**src/rtl/serial_add_ctrl.sv**
```systemverilog
// rtl/serial_add_ctrl.sv - bit-serial add/subtract sequencer around an external 1-bit full adder
module serial_add_ctrl #(
  parameter int WIDTH = 8,
  parameter int IDX_W = $clog2(WIDTH + 1)
) (
  input  logic             clk,
  input  logic             rst,
  input  logic             start,
  input  logic             Sub,
  input  logic [WIDTH-1:0] A,
  input  logic [WIDTH-1:0] B,
  input  logic             Cin,
  output logic             fa_A,
  output logic             fa_B,
  output logic             fa_Ci,
  input  logic             fa_Co,
  input  logic             fa_So,
  output logic             busy,
  output logic             done,
  output logic [WIDTH-1:0] Sum,
  output logic             Co,
  output logic             Ovf
);

  typedef enum logic [1:0] {
    S_IDLE = 2'd0,
    S_RUN  = 2'd1,
    S_DONE = 2'd2
  } state_e;

  localparam logic [IDX_W-1:0] LAST_IDX = IDX_W'(WIDTH - 1);

  state_e           state_q, state_d;
  logic [WIDTH-1:0] a_q, a_d;
  logic [WIDTH-1:0] b_q, b_d;
  logic             carry_q, carry_d;
  logic [IDX_W-1:0] idx_q, idx_d;
  // Holds the WIDTH-1 low result bits gathered so far; the MSB comes straight
  // from the adder on the final edge, so no extra flop is needed for it.
  logic [WIDTH-2:0] sum_sh_q, sum_sh_d;
  logic [WIDTH-1:0] sum_q, sum_d;
  logic             co_q, co_d;
  logic             ovf_q, ovf_d;

  logic             accept;
  logic             last_bit;
  logic [WIDTH-1:0] sum_cat;

  assign accept   = (state_q == S_IDLE) && start;
  assign last_bit = (state_q == S_RUN) && (idx_q == LAST_IDX);
  assign sum_cat  = {fa_So, sum_sh_q};

  // State register; reset returns the sequencer to IDLE from any state.
  always_ff @(posedge clk) begin
    if (rst) begin
      state_q <= S_IDLE;
    end else begin
      state_q <= state_d;
    end
  end

  // Next-state: IDLE waits for start, RUN lasts exactly WIDTH cycles, DONE lasts one.
  always_comb begin
    state_d = state_q;
    unique case (state_q)
      S_IDLE:  if (start) state_d = S_RUN;
      S_RUN:   if (idx_q == LAST_IDX) state_d = S_DONE;
      S_DONE:  state_d = S_IDLE;
      default: state_d = S_IDLE;
    endcase
  end

  // Outputs: adder is driven only during RUN so it sees idle zeros otherwise.
  always_comb begin
    busy  = 1'b0;
    done  = 1'b0;
    fa_A  = 1'b0;
    fa_B  = 1'b0;
    fa_Ci = 1'b0;
    unique case (state_q)
      S_IDLE: begin
        busy = 1'b0;
      end
      S_RUN: begin
        busy  = 1'b1;
        fa_A  = a_q[0];
        fa_B  = b_q[0];
        fa_Ci = carry_q;
      end
      S_DONE: begin
        busy = 1'b1;
        done = 1'b1;
      end
      default: begin
        busy = 1'b0;
      end
    endcase
  end

  // Datapath next values: latch operands on accept, shift one bit per RUN cycle,
  // and commit the full result only on the last bit so Sum never shows partials.
  always_comb begin
    a_d      = a_q;
    b_d      = b_q;
    carry_d  = carry_q;
    idx_d    = idx_q;
    sum_sh_d = sum_sh_q;
    sum_d    = sum_q;
    co_d     = co_q;
    ovf_d    = ovf_q;
    if (accept) begin
      a_d     = A;
      b_d     = Sub ? ~B : B;
      carry_d = Sub ? 1'b1 : Cin;
      idx_d   = '0;
    end else if (state_q == S_RUN) begin
      a_d      = a_q >> 1;
      b_d      = b_q >> 1;
      sum_sh_d = sum_cat[WIDTH-1:1];
      carry_d  = fa_Co;
      idx_d    = idx_q + 1'b1;
      if (last_bit) begin
        sum_d = sum_cat;
        co_d  = fa_Co;
        // Carry into the MSB differs from carry out of it exactly on signed overflow.
        ovf_d = fa_Co ^ fa_Ci;
      end
    end
  end

  // Datapath registers; reset discards any partial operation and clears the result.
  always_ff @(posedge clk) begin
    if (rst) begin
      a_q      <= '0;
      b_q      <= '0;
      carry_q  <= 1'b0;
      idx_q    <= '0;
      sum_sh_q <= '0;
      sum_q    <= '0;
      co_q     <= 1'b0;
      ovf_q    <= 1'b0;
    end else begin
      a_q      <= a_d;
      b_q      <= b_d;
      carry_q  <= carry_d;
      idx_q    <= idx_d;
      sum_sh_q <= sum_sh_d;
      sum_q    <= sum_d;
      co_q     <= co_d;
      ovf_q    <= ovf_d;
    end
  end

  assign Sum = sum_q;
  assign Co  = co_q;
  assign Ovf = ovf_q;

endmodule

```
**config.mk**
```make
export PLATFORM = sky130hd
export DESIGN_NAME = serial_add_ctrl
export DESIGN_NICKNAME = d
export VERILOG_FILES = /design/src/rtl/serial_add_ctrl.sv
export SDC_FILE = /design/constraint.sdc
export NUM_CORES = 1
export LEC_CHECK = 0
export BUFFER_PORTS_ARGS = -buffer_cell sky130_fd_sc_hd__buf_2
export CAP_MARGIN = 10
export CORE_MARGIN = 3
export CORE_UTILIZATION = 58
export CTS_CLUSTER_DIAMETER = 40
export DETAILED_ROUTE_END_ITERATION = 10
export HOLD_SLACK_MARGIN = 0.12
export PLACE_DENSITY = 0.84
export SYNTH_ARGS = -nofsm -noshare
export SYNTH_HDL_FRONTEND = slang
export SYNTH_SLANG_ARGS = --single-unit
```
**constraint.sdc**
```tcl
create_clock -name clk -period 2.2 [get_ports clk]
set_input_delay 0.22 -clock clk [delete_from_list [all_inputs] [get_ports clk]]
set_output_delay 0.22 -clock clk [all_outputs]
set_load 0.005 [all_outputs]
```
==> results of run 1 <==
layout by cell type (no fill, tap or decap), types with 6 or more instances in the layout:
cell type / netlist / layout
ha_1: 6 / 6
dfxtp_1: 40 / 40
buf_2: 7 / 37
nand3_1: 9 / 9
xor2_1: 10 / 10
nor2_1: 21 / 21
a211oi_1: 15 / 15
mux2i_1: 25 / 25
o21ai_0: 9 / 9
a21oi_1: 13 / 13
worst max-delay path, stage by stage (launching register included):
cell and delay (ns):
dfxtp_1 0.34, inv_1 0.13, ha_1 0.39, buf_4 0.36, and2_1 0.17, buf_2 0.11
cell families after synthesis:
family,share of synthesized area
simple gates,0.146
flops,0.434
compound gates,0.129
mux,0.136
buf+inv,0.0577
xor+xnor,0.0570
fa+ha+maj,0.0407
where the power goes:
part	total (mW)	internal, mW	switching, mW
Sequential	0.913	0.841	0.0721
Combinational	0.674	0.302	0.372
Clock	0.716	0.468	0.248
layer usage:
layer / wire (um) / part of all wire
met1: 1660 / 0.44
met2: 1770 / 0.47
met3: 241 / 0.064
met4: 95 / 0.025
met5: 0 / 0
repair_timing:
item / CTS / global route
hold buffers: 2 / 0
endpoints found under the hold margin: 3 / 0
gates resized for setup: 0 / 0
setup buffers: 0 / 0
synth_stat cells, drive strengths merged, types with 2 or more instances:
| master | instances | area (um2) |
|---|---|---|
| a211oi | 15 | 113 |
| a21oi | 13 | 65.1 |
| and2 | 4 | 26.3 |
| buf | 13 | 91.3 |
| clkbuf | 2 | 7.51 |
| dfxtp | 40 | 801 |
| ha | 6 | 75.1 |
| inv | 2 | 7.51 |
| mux2i | 25 | 250 |
| nand2 | 4 | 15.0 |
| nand2b | 4 | 25.0 |
| nand3 | 9 | 45.0 |
| nand3b | 3 | 22.5 |
| nor2 | 21 | 78.8 |
| nor3 | 5 | 25.0 |
| o21ai | 9 | 45.0 |
| xnor2 | 2 | 17.5 |
| xor2 | 10 | 87.6 |
area by class of cell:
class                      instances  area, um2
sequential                        40        801
fill                             225        739
clock inverter                     3       90.1
tap                               42       52.6
timing repair buffer              43        235
inverter                           2       7.51
multi-input combinational        135        937
clock buffer                       5       37.5
path summary, 6_finish.rpt:
check,from,end,slack [ns],cells after the start
worst max-delay path,state_q[1],fa_B,0.12,5
worst max register to register,state_q[1],Ovf,0.36,5
worst min-delay path,A[6],a_q[6],0.13,3
worst min register to register,Sum[3],Sum[3],0.48,2
state kept, by name (all words and copies together) (netlist names):
| register | count |
|---|---|
| Sum | 8 |
| sum_sh_q | 7 |
| carry_q | 1 |
| Co | 1 |
| b_q | 8 |
| state_q | 2 |
| a_q | 8 |
| idx_q | 4 |
| Ovf | 1 |
==> impl_metrics.py, run 1 <==
metrics = {
    "run_status": {
        "outcome": "complete, no violations",
    },
    "sta": {
        "setup_ws_ns": 0.119,
        "hold_violations": 0,
        "tns_ns": 0,
        "max_clock_freq_ghz": 0.481,
        "relSlewSlack": 0.530,
        "final.period_utilization": 0.946,
        "rsz0062_at_grt": "no",
        "hold_slack_ns": 0.131,
        "worst_pin_slew_ns": 0.705,
        "layout_min_cycle_time_ns": 2.08,
        "slew_violations": 0,
        "fin_skew_ns": 0.00267,
        "setup_viol": 0,
    },
    "routing": {
        "num_vias": 1445,
        "drt-pass1-iter-count": 4,
        "routedWlPerCell_um": 13.9,
        "drt_iter0_drc": 95,
        "avgViaCountPerCell": 5.35,
        "drc": 0,
        "detail-route-antenna-nets": 0,
        "wirelength_um": 3760,
    },
    "floorplanning": {
        "die-height_um": 62.4,
        "std_cell_rows": 19,
        "start_util": 0.636,
        "core-area_mm2": 0.00290,
        "pin_count": 38,
        "die_area_mm2": 0.00389,
        "die-width_um": 62.4,
    },
    "final_layout": {
        "antennaDiodeCount": 0,
        "drive_gt1_frac": 0.224,
        "fin_nets": 256,
        "design_area_mm2": 0.00216,
        "final_cells": 270,
        "syn_to_final_growth_pct": 17.2,
        "fin_util": 0.745,
    },
    "logic_synthesis": {
        "yosysSeqAreaShare": 0.434,
        "syn-num-nets": 221,
        "synth_cells": 192,
        "synth.avg_cell_area_um2": 9.61,
        "ys.flop_type": "dfxtp_1",
        "synth.cell_area_mm2": 0.00184,
        "synth_cell_types": 28,
        "ys_ff_latch": 40,
        "yosysWarnings": 0,
        "synthArstFlopShare": 0,
        "synth_edf_count": 0,
    },
    "flow_run": {
        "maxCapViolCount": 0,
    },
    "cts": {
        "cts-htree-levels": 2,
        "cts_max_path_buffers": 2,
        "clk_pin_slew_ns": 0.12,
        "root_buffer": "clkbuf_4",
        "clkLatencyLatePin_ns": 0.36,
        "cts_tree": "done",
        "cts.sinks": 40,
        "cts_buffers": 5,
    },
    "setup_path": {
        "criticalPathCategory": "flop to output pin",
        "cp-start-kind": "flop",
        "worstSetupEndpointType": "output pin",
        "worst_ep_required_time_ns": 1.98,
        "crit_fanout": 18,
        "worstPathArrival_ns": 1.86,
    },
    "grt": {
        "track_usage": 0.216,
        "top_usage_layer": "met2",
        "use_met2": 0.347,
        "grtUsageMet3": 0.0737,
        "use_met1": 0.268,
        "grt_pass1_wl_um": 6770,
        "grt_pass1_vias": 1464,
        "overflow": 0,
        "antenna_found_initial": 0,
        "grt_max_degree": 43,
    },
    "placed_design": {
        "io_buffers": 37,
        "dpl_cell_area_mm2": 0.00201,
        "post-place-ws_ns": 0.424,
        "hpwl_um": 2500,
        "placedCellCount": 260,
        "place_congestion": 0.793,
    },
    "power": {
        "p_leak_nw": 0.884,
        "p_per_area_mw_per_mm2": 1070,
        "p_total_mw": 2.30,
        "peakVddDrop_uv": 654,
    },
    "min_path": {
        "hold_path.class": "primary input to flop",
    },
}
(Power assumes the default switching activity.)
==> run 2, diff against run 1 <==
Settings changed: ABC_AREA set to 1, PLACE_DENSITY 0.84 to 0.83.
==> impl_metrics.py, run 2 <==
metrics = {
    "placed_design": {
        "place_congestion": 0.797,
        "hpwl_um": 2500,
        "placedCellCount": 347,
        "io_buffers": 37,
    },
    "sta": {
        "slew_violations": 0,
        "setup_viol": 0,
        "relSlewSlack": 0.703,
        "tns_ns": 0,
        "max_clock_freq_ghz": 0.535,
        "layout_min_cycle_time_ns": 1.87,
        "rsz0062_at_grt": "no",
        "hold_violations": 0,
        "fin_skew_ns": 0.0101,
        "final.period_utilization": 0.849,
        "worst_pin_slew_ns": 0.445,
    },
    "cts": {
        "post_cts_resized": 0,
        "cts_max_path_buffers": 2,
        "cts_setup_buffers": 0,
        "cts_tree": "done",
        "cts_buffers": 5,
        "clkLatencyLatePin_ns": 0.35,
        "cts.sinks": 40,
        "clk_pin_slew_ns": 0.11,
        "cts-htree-levels": 2,
        "root_buffer": "clkbuf_4",
    },
    "grt": {
        "use_met1": 0.230,
        "overflow": 0,
        "grtUsageMet3": 0.0433,
        "top_usage_layer": "met2",
        "track_usage": 0.189,
        "grt_pass1_vias": 1571,
        "grt_pass1_wl_um": 6310,
        "antenna_found_initial": 0,
        "grt_max_degree": 36,
        "use_met2": 0.323,
    },
    "floorplanning": {
        "die-width_um": 64.5,
        "std_cell_rows": 20,
        "die_area_mm2": 0.00416,
        "pin_count": 38,
        "die-height_um": 64.5,
        "start_util": 0.630,
        "core-area_mm2": 0.00315,
    },
    "setup_path": {
        "worst_ep_required_time_ns": 1.98,
        "crit_fanout": 11,
        "worstSetupEndpointType": "output pin",
        "cp-start-kind": "flop",
        "criticalPathCategory": "flop to output pin",
        "worstPathArrival_ns": 1.65,
    },
    "logic_synthesis": {
        "syn-num-nets": 308,
        "synth.area.mux_share": 0,
        "synthTopCellsByArea": "dfxtp_1 (40%), nand2_1 (12%), nand3_1 (11%), nor2_1 (7.6%), inv_1 (5.3%)",
        "ys_ff_latch": 40,
        "synth.most_common_cell": "nand2_1",
        "synth-xor-area-share": 0.0309,
        "synth_top_area_cell": "dfxtp_1",
        "synth_edf_count": 0,
        "yosysSeqAreaShare": 0.403,
        "synthSimpleGateAreaFrac": 0.344,
        "synth_cells": 279,
        "synth_commonest_cells": "nand2_1 (62), nand3_1 (43), dfxtp_1 (40), nor2_1 (40), inv_1 (28)",
        "ys.flop_type": "dfxtp_1",
        "yosysWarnings": 0,
        "synth_cell_types": 19,
        "synth.avg_cell_area_um2": 7.12,
        "synth.cell_area_mm2": 0.00199,
        "synthAdderAreaFrac": 0.0378,
        "synthArstFlopShare": 0,
        "synth_compound_area_frac": 0.0554,
        "synth_top_family_by_area": "simple AND/OR/NAND/NOR gates",
        "synth_top_area_frac": 0.403,
    },
    "routing": {
        "wirelength_um": 3530,
        "detail-route-antenna-nets": 0,
        "drt_iter0_drc": 96,
        "drt-pass1-iter-count": 4,
        "num_vias": 1754,
        "avgViaCountPerCell": 4.93,
        "routedWlPerCell_um": 9.91,
        "drc": 0,
    },
    "power": {
        "peakVddDrop_uv": 628,
        "power_frac_seq": 0.423,
        "combPwrFrac": 0.364,
        "swShare": 0.377,
        "p_switching_uw": 850,
        "p_per_area_mw_per_mm2": 1030,
        "internal_power_mw": 1.41,
        "clkPwrFrac": 0.214,
        "p_leak_nw": 1.09,
    },
    "final_layout": {
        "fillers": 302,
        "multiInputGateArea_um2": 931,
        "final_cells": 356,
        "antennaDiodeCount": 0,
        "mostFrequentLayoutCells": "nand2_1 (62), nand3_1 (43), dfxtp_1 (40), nor2_1 (40), buf_2 (37)",
        "final-seq-area_um2": 801,
        "syn_to_final_growth_pct": 10.6,
        "fin_nets": 340,
        "drive_gt1_frac": 0.189,
        "layout_commonest_cell": "nand2_1",
    },
    "flow_run": {
        "maxCapViolCount": 0,
    },
    "run_status": {
        "outcome": "complete, no violations",
    },
    "min_path": {
        "hold_path.class": "primary input to flop",
    },
}
-- run 2: timing repair --
action / in CTS / in global routing
hold buffers: 1 / 0
endpoints found under the hold margin: 1 / 0
endpoints found under the setup margin: 0 / 0
-- run 2: power groups by stage --
stage / clock network [mW] / registers (mW) / logic (mW)
after floorplan: 0 / 0.953 / 0.744
after global placement: 0 / 0.964 / 0.800
after detailed placement: 0 / 0.969 / 0.815
after CTS: 0.491 / 0.954 / 0.823
after global routing: 0.526 / 0.972 / 0.946
final: 0.483 / 0.953 / 0.820
-- run 2: metal layers --
layer	part of all wire	wire, um
met2	0.47	1650
met5	0	0
met3	0.043	150
met1	0.48	1680
met4	0.015	52
-- run 2: critical path, cell delays in order, from the launching register on --
cell and delay [ns]:
dfxtp_1 0.34, inv_1 0.11, ha_1 0.37, buf_4 0.24
nand2_1 0.09, inv_1 0.06, buf_2 0.10
-- run 2: cells by family after synthesis --
family | count (synthesis)
and+or+nand+nor | 158
buffers and inverters | 46
DFF | 40
AOI/OAI and AO/OA | 22
xor gates and xnor gates | 7
adders and majority gates | 6
-- run 2: layout make-up --
type / instances / share of cell area
Multi-Input combinational cell: 193 / 0.424
Sequential cell: 40 / 0.364
Timing Repair Buffer: 41 / 0.0991
Inverter: 30 / 0.0513
Tap cell: 44 / 0.0251
Clock inverter: 3 / 0.0194
Clock buffer: 5 / 0.0171
-- run 2: through the flow --
stage / hold slack, ns / worst slack (ns) / util / power (mW) / instance area, um2
floorplan: 0.367 / 0.914 / - / 1.70 / 1990
global placement: 0.451 / 0.626 / 0.668 / 1.76 / 2110
detailed placement: 0.458 / 0.597 / 0.668 / 1.78 / 2110
CTS: 0.125 / 0.330 / 0.697 / 2.27 / 2200
global route: 0.134 / 0.204 / 0.697 / 2.44 / 2200
finish: 0.131 / 0.333 / 0.697 / 2.26 / 2200
-- run 2: final timing paths --
check,slack (ns),end,from,depth (start not counted)
min,0.13,sum_sh_q[6],fa_So,3
max,0.33,fa_Ci,state_q[1],6
max reg2reg,0.58,Co,state_q[1],7
min reg2reg,0.47,sum_sh_q[3],sum_sh_q[4],2
==> run 3, diff against run 2 <==
Settings changed: CORE_UTILIZATION 58 to 49, PLACE_DENSITY 0.83 to 0.75.
Clock period 2.2 ns to 1.7 ns, I/O delays scaled along.
==> impl_metrics.py, run 3 (synthesis gave the netlist of run 2 again) <==
metrics = {
    "setup_path": {
        "worstSetupEndpointType": "output pin",
        "worstPathArrival_ns": 1.39,
        "r2r_cells": 8,
        "rrSetupSlack_ns": 0.25,
        "criticalPathCategory": "flop to output pin",
        "crit_fanout": 12,
        "reg2reg_to": "carry_q",
        "r2r_start": "state_q[0]",
        "worst_ep_required_time_ns": 1.53,
        "cp-start-kind": "flop",
    },
    "floorplanning": {
        "die_area_mm2": 0.00486,
        "pin_count": 38,
        "start_util": 0.527,
        "die-height_um": 69.7,
        "core-area_mm2": 0.00377,
        "die-width_um": 69.7,
        "std_cell_rows": 22,
    },
    "power": {
        "power_frac_seq": 0.402,
        "clkPwrFrac": 0.243,
        "p_per_area_mw_per_mm2": 1350,
        "p_leak_nw": 1.12,
        "swShare": 0.358,
        "p_switching_mw": 1.10,
        "combPwrFrac": 0.355,
        "internal_power_mw": 1.98,
        "peakVddDrop_uv": 783,
    },
    "min_path": {
        "holdPathStages": 4,
        "hold_path.class": "primary input to flop",
        "hold_path_end": "b_q[7]",
        "hp-start": "B[7]",
    },
    "run_status": {
        "outcome": "complete, no violations",
    },
    "routing": {
        "routedWlPerCell_um": 9.95,
        "wirelength_um": 3620,
        "drt-met1-wl_um": 1760,
        "drt_iter0_drc": 112,
        "detail-route-antenna-nets": 0,
        "top_layer_used": "met4",
        "avgViaCountPerCell": 4.72,
        "met2_length_um": 1680,
        "wl_met3_um": 158,
        "drt-pass1-iter-count": 4,
        "num_vias": 1719,
        "drc": 0,
    },
    "grt": {
        "overflow": 0,
        "grt_max_degree": 24,
        "track_usage": 0.161,
        "grt_pass1_wl_um": 6350,
        "antenna_found_initial": 0,
        "grt_pass1_vias": 1485,
    },
    "sta": {
        "setup_viol": 0,
        "max_clock_freq_ghz": 0.640,
        "layout_min_cycle_time_ns": 1.56,
        "relSlewSlack": 0.698,
        "tns_ns": 0,
        "setup_ws_ns": 0.137,
        "final.period_utilization": 0.919,
        "worst_pin_slew_ns": 0.452,
        "rsz0062_at_grt": "no",
        "fin_skew_ns": 0.00964,
        "slew_violations": 0,
        "hold_violations": 0,
    },
    "final_layout": {
        "fin_nets": 344,
        "fillers": 361,
        "mostFrequentLayoutCells": "nand2_1 (62), nand3_1 (43), dfxtp_1 (40), nor2_1 (40), buf_2 (37)",
        "antennaDiodeCount": 0,
        "final-seq-area_um2": 801,
        "syn_to_final_growth_pct": 14.5,
        "drive_gt1_frac": 0.199,
        "layout_commonest_cell": "nand2_1",
        "multiInputGateArea_um2": 933,
    },
    "cts": {
        "cts_tree": "done",
        "cts_setup_buffers": 0,
        "clkLatencyLatePin_ns": 0.29,
        "cts-htree-levels": 2,
        "cts_buffers": 5,
        "cts_max_path_buffers": 2,
        "cts.sinks": 40,
        "root_buffer": "clkbuf_8",
        "clk_pin_slew_ns": 0.08,
    },
    "placed_design": {
        "hpwl_um": 2640,
        "io_buffers": 37,
        "place_congestion": 0.779,
        "post-place-ws_ns": 0.246,
    },
    "flow_run": {
        "maxCapViolCount": 0,
    },
}
[run 3: cell types whose count changed in the layout (fill, tap and decap cells not counted)]
cell / change
clkbuf_8: +5
clkbuf_4: -5
buf_12: +1
buf_4: +3
clkinvlp_4: -1
clkbuf_1: +1
ha_2: +1
ha_1: -1
[run 3: timing repair]
item                                    in CTS  in global routing
endpoints found under the setup margin       0                  2
gates resized for setup                      0                  1
endpoints found under the hold margin        1                  0
hold buffers                                 1                  0
[run 3: worst max path at each step]
stage          startpoint       to  slack [ns]  cells after the start
2_1_floorplan  state_q[0]   Sum[7]        0.41                      9
3_3_place_gp   state_q[0]  carry_q        0.28                      8
3_5_place_dp   state_q[0]  carry_q        0.25                      8
4_1_cts        state_q[1]    fa_Ci        0.07                      6
5_1_grt        state_q[1]    fa_Ci        0.01                      6
6_report       state_q[1]    fa_Ci        0.14                      6
[run 3: critical path: stages, from the launching register on]
cell	delay (ns)
dfxtp_1	0.32
inv_1	0.11
ha_2	0.24
buf_4	0.19
nand2_1	0.08
inv_1	0.06
buf_2	0.10
[run 3: power by group through the flow]
stage               combinational (mW)  sequential, mW  clock (mW)
floorplan                        0.963            1.23           0
global placement                  1.06            1.25           0
detailed placement                1.09            1.26           0
CTS                               1.10            1.24       0.766
global route                      1.28            1.27       0.815
finish                            1.09            1.24       0.749
[run 3: routing by layer]
metal | track usage | vias up
li1 | - | 937
met1 | 0.205 | 751
met2 | 0.250 | 29
met3 | 0.0623 | 2
met4 | 0.0511 | 0
met5 | 0 | -
[run 3: per-stage QoR]
stage | std cells | hold WS [ns] | util | area (um2) | power, mW
floorplan | 279 | 0.317 | - | 1990 | 2.20
detailed placement | 355 | 0.430 | 0.571 | 2150 | 2.35
global placement | 355 | 0.425 | 0.571 | 2150 | 2.32
global route | 364 | 0.181 | 0.603 | 2270 | 3.37
CTS | 364 | 0.163 | 0.603 | 2270 | 3.10
finish | 364 | 0.172 | 0.603 | 2270 | 3.08
[run 3: area by class of cell]
type / count / area share
clock buffers: 6 / 0.0319
clock inverters: 2 / 0.0154
inverters: 30 / 0.0495
multi-input cells: 193 / 0.410
flip-flops and latches: 40 / 0.352
well taps: 48 / 0.0264
repair buffers: 45 / 0.114
